### src/rtl/proc_ctrl_pkg.sv
// rtl/proc_ctrl_pkg.sv - shared state encoding and constants for the step controller
`timescale 1ns/1ps
package proc_ctrl_pkg;

    localparam int STATE_W = 2;
    localparam logic [5:0] HALT_OPCODE = 6'h3F;

    typedef enum logic [STATE_W-1:0] {
        IDLE  = 2'b00,
        PULSE = 2'b01,
        RUN   = 2'b10,
        HALT  = 2'b11
    } state_e;

    function automatic logic is_halt(input logic [5:0] opcode);
        return opcode == HALT_OPCODE;
    endfunction

endpackage

### src/rtl/key_debouncer.sv
// rtl/key_debouncer.sv - synchronizer, stability filter and press-edge detector for an active-low key
`timescale 1ns/1ps
module key_debouncer #(
    parameter int DEBOUNCE_CYCLES = 500000
) (
    input  logic GClock,
    input  logic GReset,
    input  logic KeyRaw,
    output logic KeyLevel,
    output logic PressEvent
);

    localparam int CW = (DEBOUNCE_CYCLES > 1) ? $clog2(DEBOUNCE_CYCLES) : 1;

    logic          sync1_q, sync1_d;
    logic          sync2_q, sync2_d;
    logic          level_q, level_d;
    logic          prev_q, prev_d;
    logic          press_q, press_d;
    logic [CW-1:0] cnt_q, cnt_d;

    always_comb begin
        sync1_d = KeyRaw;
        sync2_d = sync1_q;
        level_d = level_q;
        prev_d  = level_q;
        press_d = prev_q & ~level_q;
        cnt_d   = '0;
        // Level follows only after DEBOUNCE_CYCLES consecutive disagreeing samples
        if (sync2_q != level_q) begin
            if (cnt_q == CW'(DEBOUNCE_CYCLES - 1)) begin
                level_d = sync2_q;
            end else begin
                cnt_d = cnt_q + 1'b1;
            end
        end
    end

    always_ff @(posedge GClock or posedge GReset) begin
        if (GReset) begin
            sync1_q <= 1'b1;
            sync2_q <= 1'b1;
            level_q <= 1'b1;
            prev_q  <= 1'b1;
            press_q <= 1'b0;
            cnt_q   <= '0;
        end else begin
            sync1_q <= sync1_d;
            sync2_q <= sync2_d;
            level_q <= level_d;
            prev_q  <= prev_d;
            press_q <= press_d;
            cnt_q   <= cnt_d;
        end
    end

    assign KeyLevel   = level_q;
    assign PressEvent = press_q;

endmodule

### src/rtl/proc_step_controller.sv
// rtl/proc_step_controller.sv - gated processor clock/reset generator with single-step, free-run and halt detection
`timescale 1ns/1ps
module proc_step_controller import proc_ctrl_pkg::*; #(
    parameter int DEBOUNCE_CYCLES = 500000,
    parameter int RUN_DIV         = 25000000,
    parameter int PULSE_W         = 4,
    parameter int CNT_W           = 16
) (
    input  logic               GClock,
    input  logic               GReset,
    input  logic               StepKey,
    input  logic               RunSw,
    input  logic [31:0]        InstructionIn,
    output logic               ProcClock,
    output logic               ProcResetBar,
    output logic [CNT_W-1:0]   CycleCount,
    output logic               Halted,
    output logic [STATE_W-1:0] StateOut
);

    localparam int DIV_W = (RUN_DIV > 1) ? $clog2(RUN_DIV) : 1;
    localparam int PC_W  = $clog2(2 * PULSE_W) + 1;

    logic key_level;
    logic press_event;
    logic unused_bits;

    key_debouncer #(.DEBOUNCE_CYCLES(DEBOUNCE_CYCLES)) u_key (
        .GClock     (GClock),
        .GReset     (GReset),
        .KeyRaw     (StepKey),
        .KeyLevel   (key_level),
        .PressEvent (press_event)
    );

    assign unused_bits = ^{InstructionIn[25:0], key_level};

    state_e            state_q, state_d;
    logic              ret_run_q, ret_run_d;
    logic [DIV_W-1:0]  div_q, div_d;
    logic [PC_W-1:0]   pcnt_q, pcnt_d;
    logic              proc_clk_q, proc_clk_d;
    logic              halted_q, halted_d;
    logic [CNT_W-1:0]  cnt_q, cnt_d;
    logic              rst_sh_q, rst_sh_d;
    logic              rstb_q, rstb_d;
    logic              fire, run_tick, div_term;

    always_comb begin
        state_d    = state_q;
        ret_run_d  = ret_run_q;
        div_d      = div_q;
        pcnt_d     = pcnt_q;
        proc_clk_d = proc_clk_q;
        halted_d   = halted_q;
        cnt_d      = cnt_q;
        rst_sh_d   = 1'b1;
        rstb_d     = rst_sh_q;
        fire       = 1'b0;
        run_tick   = 1'b0;
        div_term   = (div_q == DIV_W'(RUN_DIV - 1));

        unique case (state_q)
            IDLE: begin
                if (rstb_q) begin
                    if (RunSw) begin
                        state_d = RUN;
                        div_d   = '0;
                    end else if (press_event) begin
                        fire      = 1'b1;
                        ret_run_d = 1'b0;
                    end
                end
            end
            RUN: begin
                run_tick = 1'b1;
                if (!RunSw) begin
                    state_d = IDLE;
                end else if (div_term) begin
                    fire      = 1'b1;
                    ret_run_d = 1'b1;
                end
            end
            PULSE: begin
                run_tick = ret_run_q;
                pcnt_d   = pcnt_q + 1'b1;
                if (pcnt_q == PC_W'(PULSE_W - 1)) begin
                    proc_clk_d = 1'b0;
                end
                // End of the low phase behaves like a RUN cycle so back-to-back pulses stay on period
                if (pcnt_q == PC_W'(2 * PULSE_W - 1)) begin
                    if (!ret_run_q || !RunSw) begin
                        state_d = IDLE;
                    end else if (div_term) begin
                        fire = 1'b1;
                    end else begin
                        state_d = RUN;
                    end
                end
            end
            HALT: begin
            end
        endcase

        if (run_tick) begin
            div_d = div_term ? '0 : div_q + 1'b1;
        end

        if (fire) begin
            if (is_halt(InstructionIn[31:26])) begin
                state_d    = HALT;
                halted_d   = 1'b1;
                proc_clk_d = 1'b0;
            end else begin
                state_d    = PULSE;
                pcnt_d     = '0;
                proc_clk_d = 1'b1;
                cnt_d      = cnt_q + 1'b1;
            end
        end
    end

    always_ff @(posedge GClock or posedge GReset) begin
        if (GReset) begin
            state_q    <= IDLE;
            ret_run_q  <= 1'b0;
            div_q      <= '0;
            pcnt_q     <= '0;
            proc_clk_q <= 1'b0;
            halted_q   <= 1'b0;
            cnt_q      <= '0;
            rst_sh_q   <= 1'b0;
            rstb_q     <= 1'b0;
        end else begin
            state_q    <= state_d;
            ret_run_q  <= ret_run_d;
            div_q      <= div_d;
            pcnt_q     <= pcnt_d;
            proc_clk_q <= proc_clk_d;
            halted_q   <= halted_d;
            cnt_q      <= cnt_d;
            rst_sh_q   <= rst_sh_d;
            rstb_q     <= rstb_d;
        end
    end

    assign ProcClock    = proc_clk_q;
    assign ProcResetBar = rstb_q;
    assign CycleCount   = cnt_q;
    assign Halted       = halted_q;
    assign StateOut     = state_q;

endmodule

### config.mk
export PLATFORM = sky130hd
export DESIGN_NAME = proc_step_controller
export DESIGN_NICKNAME = d
export VERILOG_FILES = /design/src/rtl/proc_ctrl_pkg.sv /design/src/rtl/key_debouncer.sv /design/src/rtl/proc_step_controller.sv
export SDC_FILE = /design/constraint.sdc
export NUM_CORES = 1
export LEC_CHECK = 0
export ABC_AREA = 1
export CORE_ASPECT_RATIO = 0.7
export CORE_UTILIZATION = 40
export DETAILED_ROUTE_END_ITERATION = 8
export PLACE_DENSITY = 0.57
export SLEW_MARGIN = 20
export SYNTH_ARGS = -nofsm -noshare
export SYNTH_HDL_FRONTEND = slang
export SYNTH_SLANG_ARGS = --single-unit
### constraint.sdc
create_clock -name GClock -period 3.56 [get_ports GClock]
set_clock_uncertainty 0.15 [all_clocks]
set_input_delay 1.068 -clock GClock [delete_from_list [all_inputs] [get_ports GClock]]
set_output_delay 1.068 -clock GClock [all_outputs]
set_load 0.02 [all_outputs]
Word level (Yosys, flattened, before mapping) --
Index checks and enable logic that the tools add are counted.
Cells by class: $add $sub $neg 4, reductions and logical operators 18, shifts and indexed selects 0, div/mod/pow operators 0, bitwise operators 3, order comparisons 0, eq/ne operators 18, mux-type cells 38, $mul 0
Operator list (number):
- $mux 25 | 5
- $mux 19 | 2
- $add 25x1->25 const B | 1
- $eq 25x25->1 const B | 1
- $add 19x1->19 const B | 1
- $eq 19x19->1 const B | 1
- $add 16x1->16 const B | 1
- $mux 1 | 16
- $mux 2 | 8
- $mux 4 | 3
- $ne 3x3->1 const B | 4
- $reduce_and 6->1 | 2
- $reduce_bool 2->1 | 6
- $ne 2x2->1 const B | 4
- $reduce_and 2->1 | 4
- $eq 6x6->1 const B | 1
- $pmux 2 s3 | 1
- $add 4x1->4 const B | 1
- $eq 4x2->1 const B | 1
- $eq 4x3->1 const B | 1
- $ne 4x4->1 const B | 1
- $pmux 1 s2 | 2
- $reduce_bool 4->1 | 1
- $pmux 1 s3 | 1
- other kinds (10) | 12
Word-level totals: latch bits 0, memories 0, memory bits (read-only) 0, bits in writable memories 0, bits in registers 76, output and inout port bits 21, input port bits 36

Logic depth before layout (Yosys ltp) --
depth in word-level cells 7, mapped depth 13

Hierarchy --
Synthesis repeated with hierarchy kept, for this count alone.
Second synthesis, totals: cells, all modules 607, area, all modules 4535.6 µm²
By module, submodules not included:
- proc_step_controller | area an instance 3251.9 µm², cells each 452, times used 1
- key_debouncer | area an instance 1283.7 µm², cells each 155, times used 1

Worst setup path before layout --
No wires, ideal clock.
path type in2reg, start point input RunSw, end point register cnt_q[11], in the netlist CycleCount[11], path slack 1.429 ns, stages on the path 10, setup time 0.127 ns, required time 3.283 ns, arrival time 1.854 ns, path buffers 1, path through nand3_1 -> inv_1 -> nand2_1 -> nand2_1 -> nand3_2 -> nand2_4 -> nand3_4 -> clkinv_4 -> buf_12 -> o21ai_0
On the way: longest elaborated chain between the ends 6
Ends and longest elaborated chain:
- start, declared | line proc_step_controller.sv:12 | input logic RunSw,
- $logic_not 1->1 | line proc_step_controller.sv:92 | if (!ret_run_q || !RunSw) begin
- $logic_or 1x1->1 | line proc_step_controller.sv:92
- $mux 1 | line proc_step_controller.sv:92
- $mux 1 | line proc_step_controller.sv:91 | if (pcnt_q == PC_W'(2 * PULSE_W - 1)) begin
- $pmux 1 s3 * | line proc_step_controller.sv:63 | unique case (state_q)
- $reduce_and 2->1 (no source line) *
- end signal, assigned | line proc_step_controller.sv:141 | cnt_q <= cnt_d;
- end, declared | line proc_step_controller.sv:44 | logic [CNT_W-1:0] cnt_q, cnt_d;
Every way passes the cells marked *; elsewhere a longest branch is shown, timed or not. A chain may end at the register's enable or synchronous reset.

Worst setup path in the final report --
Same ends and word-level chain as after synthesis.

==> summary.txt <==
Status
  – Status: finished, final reports clean

CTS
  – CTS tree: yes
  – Worst-Skew Late Latency: 340 ps
  – Root Driver: clkbuf_16
  – Postcts setup bufs: 0
  – CTS clk-pin slew, worst paths: 60 ps
  – Clock sinks: 76
  – Cts hold-fix bufs: 0
  – Post-cts sizing count: 0
  – Num CTS Buffers: 9
  – H-tree Lvls: 3
  – Maximum root-to-sink buffer count: 2

Synthesis
  – Top_reg_cell synth: dfrtp_1
  – Ys async rst share: 1.000
  – Number of synthesized flops with an enable pin: 0
  – Synth cell types: 41
  – Mapped Avg Cell Area: 7.655 sq um
  – Most frequent cell after synthesis: nand2_1
  – Synth Warn #: 0
  – Flops & latches, synth: 76
  – Cells after Synth: 586
  – Area contributors post-synth: dfrtp_1, nand2_1, inv_1
  – Post-synth top area cell: dfrtp_1
  – Seq/Total Area, Yosys: 0.4251
  – Synth Cell Area: 0.004486 sq mm
  – Synth top area share: 0.4017
  – Synth top cells by count: nand2_1, inv_1, dfrtp_1, nor2_1, nand3_1
  – Synth Net Count: 631

Layout
  – Fin nets: 670
  – Layout area overhead: 17.96%
  – Fraction of layout cells with a size suffix above 1: 0.1016
  – N_diodes: 0
  – Finished Core Util: 0.4979

Floorplanning
  – Core area: 0.01063 sq mm
  – Io pins: 57
  – Die width: 128.6 um
  – Die ar.: 0.01165 sq mm
  – Row cnt: 31
  – Initial core utilization: 0.4221
  – Die height: 90.60 um

Pwr
  – Pwr Total: 2.668 mW
  – Psw: 0.8403 mW
  – Sw Ratio: 0.3149
  – Static Leakage: 2.311 nW
  – VDD IR max: 0.2494 mV
  – Pwr dens: 504.3 mW/mm^2
  – Clock share of power: 0.393
  – Comb power frac: 0.190
  – Seq pwr share: 0.417
  – Cell Int Power: 1.828 mW

Detailed routing
  – Wirelength, routed: 10.40 mm
  – DRT iter0 DRCs: 271
  – Final ANT Viol Nets: 0
  – Vias/cell: 4.997
  – Wire length per cell: 13.37 um
  – Via count: 3,888
  – First-pass iteration count of the detailed router: 5
  – # DRC: 0

Critical path
  – Crit path arrival time: 2740 ps
  – Crit path launch type: input port
  – Worst Path Required: 3620 ps
  – Kind of critical path: input port to flip-flop
  – Crit. End Element: flip-flop
  – CP startpoint: RunSw
  – RR Startpoint: StateOut[1]
  – Crit path max fanout: 23

STA
  – Setup violators final: 0
  – Post-layout min period: 2679 ps
  – Tcrit/Tclk final: 0.7525
  – Slew headroom: 0.6364
  – Achievable Freq: 373.3 MHz
  – Hold Fails Final Rpt: 0
  – Worst setup margin: 881.2 ps
  – Unrepaired setup endpoints after global routing: false
  – Final setup TNS: 0 ps
  – Worst-margin pin slew: 541.3 ps
  – Pins Over Slew Limit: 0

Placement
  – Pre-CTS WS: 505.8 ps
  – Placer Congestion: 0.9025
  – I/O Buffers: 30
  – HPWL after DPL: 7.903 mm

Global route
  – Global route total overflow: 0
  – Largest net degree at the start of global routing: 27
  – First-pass GRT wire length: 17.76 mm
  – Initial antenna violation count: 0
  – All-Layer GR Usage: 0.1947
  – Vias in the first global route: 3,617

Flow run
  – Max-Cap Viols: 0

Hold path
  – HP Start: u_key.sync1_q
  – Hold Crit Class: flip-flop to flip-flop
critical path, cell delays in order:
cell	delay, ps
clkdlybuf4s50_1	580
nand3_1	130
inv_1	90
nand2_1	50
nand2_1	70
nand3_2	90
nand2_4	100
nand3_4	180
clkinv_4	240
o21ai_0	130
layout by cell type, fill, tap and decap left out, drive strengths merged, types with 22 or more instances in the layout:
| master | n |
|---|---|
| dfrtp | 72 |
| nand3 | 46 |
| nor3 | 22 |
| clkdlybuf4s50 | 30 |
| nor2 | 76 |
| o21ai | 36 |
| nand2 | 144 |
| nand4 | 23 |
| xor2 | 28 |
| inv | 80 |
worst paths after layout:
kind | endpoint | slack [ps] | depth (start not counted)
setup / recovery | CycleCount[11] | 880 | 10
hold / removal | u_key.sync2_q | 200 | 0
setup reg to reg | div_q[15] | 1180 | 10
hold reg to reg | u_key.sync2_q | 200 | 0
max in group asynchronous | u_key.sync1_q | 1790 | 3
min in group asynchronous | div_q[13] | 920 | 2
power groups by stage:
stage	Sequential [mW]	Combinational (mW)	Clock [mW]
3_5_place_dp	1.12	0.505	0
4_1_cts	1.11	0.509	1.07
3_3_place_gp	1.12	0.491	0
6_report	1.11	0.508	1.05
5_1_grt	1.13	0.577	1.10
2_1_floorplan	1.08	0.372	0
cell families after synthesis:
kind of cell	count (synthesis)	share of synthesized area
DFF	76	0.4251
adders and majority gates	9	0.02511
xor gates and xnor gates	31	0.06053
AOI/OAI and AO/OA	60	0.07922
and+or+nand+nor	319	0.3208
buffers and inverters	89	0.08591
other	1	0.0008360
muxes	1	0.002510
through the flow:
step	std cells	hold slack [ps]	instance area, sq um
3_5_place_dp	762	190.2	4951
3_3_place_gp	762	182.2	4951
6_report	778	204.0	5291
5_1_grt	778	205.3	5291
4_1_cts	778	203.8	5291
2_1_floorplan	586	181.2	4486
flip-flops by register name, indices dropped and copies added, names as in the netlist:
register	count
CycleCount	16
Halted	1
ProcClock	1
ProcResetBar	1
StateOut	2
div_q	25
pcnt_q	4
ret_run_q	1
rst_sh_q	1
u_key.KeyLevel	1
u_key.PressEvent	1
u_key.cnt_q	19
u_key.prev_q	1
u_key.sync1_q	1
u_key.sync2_q	1
cell type report:
| class | instances | area (sq um) |
|---|---|---|
| fill | 1078 | 5336 |
| clock inverter | 6 | 111.4 |
| clock buffer | 10 | 229.0 |
| inverter | 82 | 315.3 |
| tap | 148 | 185.2 |
| timing repair buffer | 35 | 350.3 |
| multi-input combinational | 421 | 2193 |
| sequential | 76 | 1907 |
routing by layer:
metal	global-route usage	vias to the layer above	routed length, um
met4	0.05294	0	108
met5	0	-	0
met3	0.04621	8	592
met1	0.3008	1801	5474
met2	0.2658	107	4227
li1	-	1972	-
Note: power is estimated with default switching activity, not from simulation.
